==> src/rtl/port_7ffd_ctrl.sv <==
// Z80 I/O front end: strobe synchronizers, ioreq pulse, and the 128K/512K paging register at #7FFD.
package common;
  typedef enum logic [1:0] {RAM_512 = 2'd0, RAM_128 = 2'd1, RAM_48 = 2'd2} rammode_t;
  typedef enum logic [1:0] {WR_IDLE, WR_CAPTURE, WR_APPLY, WR_WAIT_END} wr_state_t;
endpackage

module port_7ffd_ctrl #(
  parameter int SYNC_STAGES = 2
) (
  input  logic                clk28,
  input  logic                rst_n,
  port_7ffd_ctrl_if.slave     cpu_bus,
  input  common::rammode_t    rammode,
  output logic                port_wr,
  output logic [4:0]          ram_page,
  output logic                screen_page,
  output logic                rom_page,
  output logic                lock,
  output common::wr_state_t   dbg_state
);
  import common::*;

  logic [SYNC_STAGES-1:0] iorq_sync_q, wr_sync_q, m1_sync_q;
  logic io_act, io_wr;
  logic io_act_q, io_wr_q, ioreq_q, port_wr_q;
  logic cap_hit_q;
  logic [7:0] cap_d_q;
  logic [4:0] page_q;
  logic screen_q, rom_q, lock_q;
  logic [4:0] ram_page_q, ram_page_d;
  logic screen_page_q, screen_page_d, rom_page_q, rom_page_d, lock_out_q, lock_out_d;
  wr_state_t state_q, state_d;
  logic cap_en, accept;

  // Idle level of every Z80 strobe is high, so the chains reset to all ones.
  always_ff @(posedge clk28 or negedge rst_n) begin
    if (!rst_n) begin
      iorq_sync_q <= '1;
      wr_sync_q   <= '1;
      m1_sync_q   <= '1;
    end else begin
      iorq_sync_q <= {iorq_sync_q[SYNC_STAGES-2:0], cpu_bus.iorq};
      wr_sync_q   <= {wr_sync_q[SYNC_STAGES-2:0], cpu_bus.wr};
      m1_sync_q   <= {m1_sync_q[SYNC_STAGES-2:0], cpu_bus.m1};
    end
  end

  assign io_act = !iorq_sync_q[SYNC_STAGES-1] && m1_sync_q[SYNC_STAGES-1];
  assign io_wr  = io_act && !wr_sync_q[SYNC_STAGES-1];

  always_ff @(posedge clk28 or negedge rst_n) begin
    if (!rst_n) begin
      io_act_q  <= 1'b0;
      io_wr_q   <= 1'b0;
      ioreq_q   <= 1'b0;
      port_wr_q <= 1'b0;
      state_q   <= WR_IDLE;
    end else begin
      io_act_q  <= io_act;
      io_wr_q   <= io_wr;
      ioreq_q   <= io_act && !io_act_q;
      port_wr_q <= accept;
      state_q   <= state_d;
    end
  end

  // Write path: one capture per rising io_wr, one decision, then hold off until the cycle ends.
  always_comb begin
    state_d = state_q;
    cap_en  = 1'b0;
    accept  = 1'b0;
    case (state_q)
      WR_IDLE: begin
        if (io_wr && !io_wr_q) begin
          cap_en  = 1'b1;
          state_d = WR_CAPTURE;
        end
      end
      WR_CAPTURE: begin
        accept  = cap_hit_q && !lock_q && (rammode != RAM_48);
        state_d = WR_APPLY;
      end
      WR_APPLY: state_d = WR_WAIT_END;
      WR_WAIT_END: begin
        if (!io_wr) state_d = WR_IDLE;
      end
      default: state_d = WR_IDLE;
    endcase
  end

  // Only the decode result of the address is kept; the Z80 holds A and D stable for the whole write.
  always_ff @(posedge clk28 or negedge rst_n) begin
    if (!rst_n) begin
      cap_hit_q <= 1'b0;
      cap_d_q   <= '0;
    end else if (cap_en) begin
      cap_hit_q <= !cpu_bus.a[15] && !cpu_bus.a[1];
      cap_d_q   <= cpu_bus.d;
    end
  end

  // lock_q can only be written while it is 0, which makes it sticky until reset.
  always_ff @(posedge clk28 or negedge rst_n) begin
    if (!rst_n) begin
      page_q   <= '0;
      screen_q <= 1'b0;
      rom_q    <= 1'b0;
      lock_q   <= 1'b0;
    end else if (accept) begin
      page_q[2:0] <= cap_d_q[2:0];
      page_q[4:3] <= (rammode == RAM_512) ? cap_d_q[7:6] : 2'b00;
      screen_q    <= cap_d_q[3];
      rom_q       <= cap_d_q[4];
      lock_q      <= cap_d_q[5];
    end
  end

  always_comb begin
    ram_page_d    = page_q;
    screen_page_d = screen_q;
    rom_page_d    = rom_q;
    lock_out_d    = lock_q;
    case (rammode)
      RAM_48: begin
        ram_page_d    = '0;
        screen_page_d = 1'b0;
        rom_page_d    = 1'b1;
        lock_out_d    = 1'b1;
      end
      RAM_128: ram_page_d[4:3] = 2'b00;
      default: ;
    endcase
  end

  always_ff @(posedge clk28 or negedge rst_n) begin
    if (!rst_n) begin
      ram_page_q    <= '0;
      screen_page_q <= 1'b0;
      rom_page_q    <= 1'b0;
      lock_out_q    <= 1'b0;
    end else begin
      ram_page_q    <= ram_page_d;
      screen_page_q <= screen_page_d;
      rom_page_q    <= rom_page_d;
      lock_out_q    <= lock_out_d;
    end
  end

  assign cpu_bus.ioreq = ioreq_q;
  assign port_wr       = port_wr_q;
  assign ram_page      = ram_page_q;
  assign screen_page   = screen_page_q;
  assign rom_page      = rom_page_q;
  assign lock          = lock_out_q;
  assign dbg_state     = state_q;
endmodule

==> src/rtl/port_7ffd_ctrl_if.sv <==
// CPU-side bus bundle for the #7FFD front end: raw Z80 strobes in, ioreq strobe out.
// Valid/ready: no handshake here; the strobes are level signals asynchronous to clk28, and ioreq is a one-cycle pulse.
interface port_7ffd_ctrl_if;
  logic [15:0] a;
  logic [7:0]  d;
  logic        iorq;
  logic        wr;
  logic        m1;
  logic        ioreq;

  modport master (output a, d, iorq, wr, m1, input ioreq);
  modport slave  (input a, d, iorq, wr, m1, output ioreq);
endinterface

==> src/flat_wrapper.sv <==
// flat-port wrapper written by rule: the top's interface ports become plain ports
module port_7ffd_ctrl_flat import common::*;
#(
  parameter int SYNC_STAGES = 2
)
  (clk28, rst_n, rammode, port_wr, ram_page, screen_page, rom_page, lock, dbg_state, cpu_bus_a, cpu_bus_d, cpu_bus_iorq, cpu_bus_wr, cpu_bus_m1, cpu_bus_ioreq);
  port_7ffd_ctrl_if cpu_bus_i ();
  input  logic clk28;
  input  logic rst_n;
  input  common::rammode_t rammode;
  output logic port_wr;
  output logic [4:0] ram_page;
  output logic screen_page;
  output logic rom_page;
  output logic lock;
  output common::wr_state_t dbg_state;
  input wire logic [$bits(cpu_bus_i.a)-1:0] cpu_bus_a;
  input wire logic [$bits(cpu_bus_i.d)-1:0] cpu_bus_d;
  input wire logic [$bits(cpu_bus_i.iorq)-1:0] cpu_bus_iorq;
  input wire logic [$bits(cpu_bus_i.wr)-1:0] cpu_bus_wr;
  input wire logic [$bits(cpu_bus_i.m1)-1:0] cpu_bus_m1;
  output wire logic [$bits(cpu_bus_i.ioreq)-1:0] cpu_bus_ioreq;
  assign cpu_bus_i.a = cpu_bus_a;
  assign cpu_bus_i.d = cpu_bus_d;
  assign cpu_bus_i.iorq = cpu_bus_iorq;
  assign cpu_bus_i.wr = cpu_bus_wr;
  assign cpu_bus_i.m1 = cpu_bus_m1;
  assign cpu_bus_ioreq = cpu_bus_i.ioreq;
  port_7ffd_ctrl #(.SYNC_STAGES(SYNC_STAGES)) u_core (.clk28(clk28), .rst_n(rst_n), .cpu_bus(cpu_bus_i), .rammode(rammode), .port_wr(port_wr), .ram_page(ram_page), .screen_page(screen_page), .rom_page(rom_page), .lock(lock), .dbg_state(dbg_state));
endmodule
==> config.mk <==
export PLATFORM = sky130hd
export DESIGN_NAME = port_7ffd_ctrl_flat
export DESIGN_NICKNAME = d
export VERILOG_FILES = /design/src/rtl/port_7ffd_ctrl.sv /design/src/rtl/port_7ffd_ctrl_if.sv /design/src/flat_wrapper.sv
export SDC_FILE = /design/constraint.sdc
export NUM_CORES = 1
export LEC_CHECK = 0
export ABC_AREA = 0
export BUFFER_PORTS_ARGS = -buffer_cell sky130_fd_sc_hd__buf_2
export CAP_MARGIN = 5
export CELL_PAD_IN_SITES_DETAIL_PLACEMENT = 1
export CELL_PAD_IN_SITES_GLOBAL_PLACEMENT = 2
export CORE_ASPECT_RATIO = 0.7
export CORE_MARGIN = 4
export CORE_UTILIZATION = 33
export DETAILED_ROUTE_END_ITERATION = 16
export GPL_TIMING_DRIVEN = 0
export HOLD_SLACK_MARGIN = 0.06
export PLACE_DENSITY_LB_ADDON = 0.1
export SLEW_MARGIN = 20
export SYNTH_ARGS = -nofsm -noshare
export SYNTH_HDL_FRONTEND = slang
export SYNTH_SLANG_ARGS = --single-unit
export TNS_END_PERCENT = 5
==> constraint.sdc <==
create_clock -name clk28 -period 2 [get_ports clk28]
set_clock_uncertainty 0.1 [all_clocks]
set_input_delay 0.6 -clock clk28 [delete_from_list [all_inputs] [get_ports clk28]]
set_output_delay 0.6 -clock clk28 [all_outputs]
set_load 0.01 [all_outputs]
==> run_results.csv <==
group,metric,value,unit
status,status,"finished, final reports clean",
cells_and_area,finalInstanceArea,1670,um2
synth,avgSynthCellArea,15.5,um2
placement,io_buffers,28,
grt,gr-max-usage-layer,"met2",
placement,dp_hpwl,1720,um
clock_tree,cts-buffers-inserted,5,
timing,worst_hold_slack,256,ps
grt,grt_pass1_vias,871,
route,vias,771,
timing,max_clock_freq,557,MHz
setup_path,crit_end,"u_core.page_q[2]",
timing,finalCritPeriodShare,0.898,
timing,hold_viol_final,0,
die,die_h,62.0,um
die,io_pins,43,
clock_tree,cts_setup_buffers,0,
timing,rsz0062_at_grt,"false",
pwr,p_per_area,1290,nW/um2
route,post_drt_via_cell_ratio,4.36,
clock_tree,ctsHoldBuffers,0,
die,rows,19,
grt,grt_use_met2,0.163,
clock_tree,clk_path_buf_depth,2,
setup_path,path_class,"in -> reg",
route,antenna_left,0,
timing,fin_tns_setup,0,ps
timing,min_period,1800,ps
die,core,3970,um2
setup_path,critPathArrivalTime,1860,ps
route,drt_iter0_markers,19,
synth,yosysWarnings,0,
clock_tree,cts-resized-gates,0,
grt,grt_pass1_wl,4130,um
setup_path,cp_max_fo,10,
grt,grt_max_degree,38,
cells_and_area,final_util,0.421,
clock_tree,cts_tree,"done",
clock_tree,clk_latency,280,ps
min_path,hold_class,"reg -> reg",
die,die_w,85.2,um
grt,grt_antenna_before_repair,0,
synth,syn_area,1380,um2
setup_path,end_kind,"flop",
grt,grt_use_met3,0.0474,
setup_path,critPathLaunchType,"input port",
die,dieArea,5280,um2
timing,worst_slew_pin_slew,801,ps
route,drt-total-wl,2350,um
cells_and_area,antenna_cells,0,
route,drt_pass1_iterations,2,
placement,place_congestion,0.732,
grt,grt_use_total,0.107,
setup_path,r2r_cells,3,
route,wire_per_inst,13.3,um
timing,slew_viol_final,0,
cells_and_area,syn2layout_area_growth,21.5,%
grt,grt-ovfl-total,0,
setup_path,crit_start,"rammode[0]",
synth,synth.distinct_cells,20,
setup_path,reg2reg_from,"u_core.m1_sync_q[1]",
synth,synth_cells,89,
pwr,cellLeakagePower,0.823,nW
clock_tree,cts_htree_levels,2,
cells_and_area,layout-drive-gt1-share,0.488,
grt,use_met1,0.131,
clock_tree,clk_pin_slew,60,ps
synth,yosysSeqAreaShare,0.678,
clock_tree,cts.sinks,37,
setup_path,critPathRequiredTime,2060,ps
die,start_util,0.347,
timing,slew_headroom,0.466,
setup_path,rrSetupSlack,290,ps
route,drcViolationCount,0,
pwr,max-vdd-ir-drop,0.532,mV
synth,synth-seq-cells,37,
timing,setup-violations-final,0,
placement,placed_cell_area,1580,um2
setup_path,reg2reg_to,"u_core.dbg_state[1]",
cells_and_area,nets,161,
flow_run,maxCapViolations,0,
clock_tree,root_buffer,"clkbuf_8",
synth,syn-num-nets,126,
Yosys cell counts (all sizes together):
master	count	share of area
or2	2	0.0091
dfstp	6	0.11
ha	6	0.055
nor2	1	0.0027
nand3b	1	0.0082
and4bb	1	0.0091
nand4bb	1	0.0082
inv	5	0.014
mux2	15	0.12
a21o	1	0.0055
o21ai	2	0.0073
or4b	1	0.0073
nor3b	1	0.0091
o32a	1	0.0073
nor2b	8	0.036
nand2	4	0.011
a21oi	1	0.0064
buf	1	0.0036
dfrtp	31	0.56
sequential cells by signal (all words and copies together) (netlist names), 2 cells and up:
| register | count |
|---|---|
| u_core.cap_d_q | 8 |
| u_core.page_q | 5 |
| u_core.ram_page | 5 |
| u_core.dbg_state | 2 |
| u_core.iorq_sync_q | 2 |
| u_core.m1_sync_q | 2 |
| u_core.wr_sync_q | 2 |
cell families after synthesis:
kind of cell	share of synthesized area
DFF	0.678
adders and majority gates	0.0545
buffers and inverters	0.0173
muxes	0.123
AOI/OAI and AO/OA	0.0264
and+or+nand+nor	0.101
cells in the final DEF, fill, tap and decap left out:
| cell type | count |
|---|---|
| dfrtp_1 | 31 |
| buf_2 | 29 |
| mux2_2 | 14 |
| nor2b_1 | 8 |
| ha_1 | 6 |
| clkbuf_8 | 6 |
| dfstp_2 | 6 |
| inv_1 | 5 |
| nand2_1 | 4 |
| or2_2 | 2 |
| o21ai_0 | 2 |
| clkbuf_1 | 2 |
| nor3b_2 | 1 |
| nand4bb_1 | 1 |
| nand3b_2 | 1 |
| and4bb_2 | 1 |
| or4b_1 | 1 |
| a21oi_2 | 1 |
| o32a_1 | 1 |
| nor2_1 | 1 |
| mux2_1 | 1 |
| a21o_1 | 1 |
per-layer routing:
layer | vias to the layer above | wire length, um
met5 | - | 0
met4 | 0 | 15
met3 | 2 | 185
met2 | 21 | 1070
met1 | 379 | 1080
li1 | 369 | -
cell type report:
type                            count  area [um2]
Buffer                              1        5.00
Clock buffer                        8        90.1
Fill cell                         430        2300
Inverter                            5        18.8
Multi-Input combinational cell     46         419
Sequential cell                    37         933
Tap cell                           52        65.1
Timing Repair Buffer               28         140
metrics by stage:
stage	worst slack (ps)	power [mW]	cells
2_1_floorplan	247	1.46	89
3_3_place_gp	-108	1.63	169
3_5_place_dp	-153	1.67	169
4_1_cts	177	2.20	177
5_1_grt	122	2.33	177
6_report	204	2.15	177
worst max-delay path, stage by stage:
cell and delay, ps:
buf_2 100, inv_1 70, ha_1 330, nand4bb_1 160, buf_2 240, mux2_2 360
worst min-delay path by stage:
| stage | cells past startpoint | end | start | slack [ps] |
|---|---|---|---|---|
| after floorplan | 0 | u_core.cap_d_q[0] | rst_n | 200 |
| after global placement | 0 | u_core.m1_sync_q[1] | u_core.m1_sync_q[0] | 250 |
| after detailed placement | 0 | u_core.m1_sync_q[1] | u_core.m1_sync_q[0] | 250 |
| after CTS | 0 | u_core.m1_sync_q[1] | u_core.m1_sync_q[0] | 260 |
| after global routing | 0 | u_core.m1_sync_q[1] | u_core.m1_sync_q[0] | 260 |
| final | 0 | u_core.m1_sync_q[1] | u_core.m1_sync_q[0] | 260 |
report_power, final:
part | switching [mW] | internal [mW]
Clock | 0.236 | 0.281
Combinational | 0.218 | 0.287
Sequential | 0.122 | 1.00
Power figures use the tool's default switching activity.
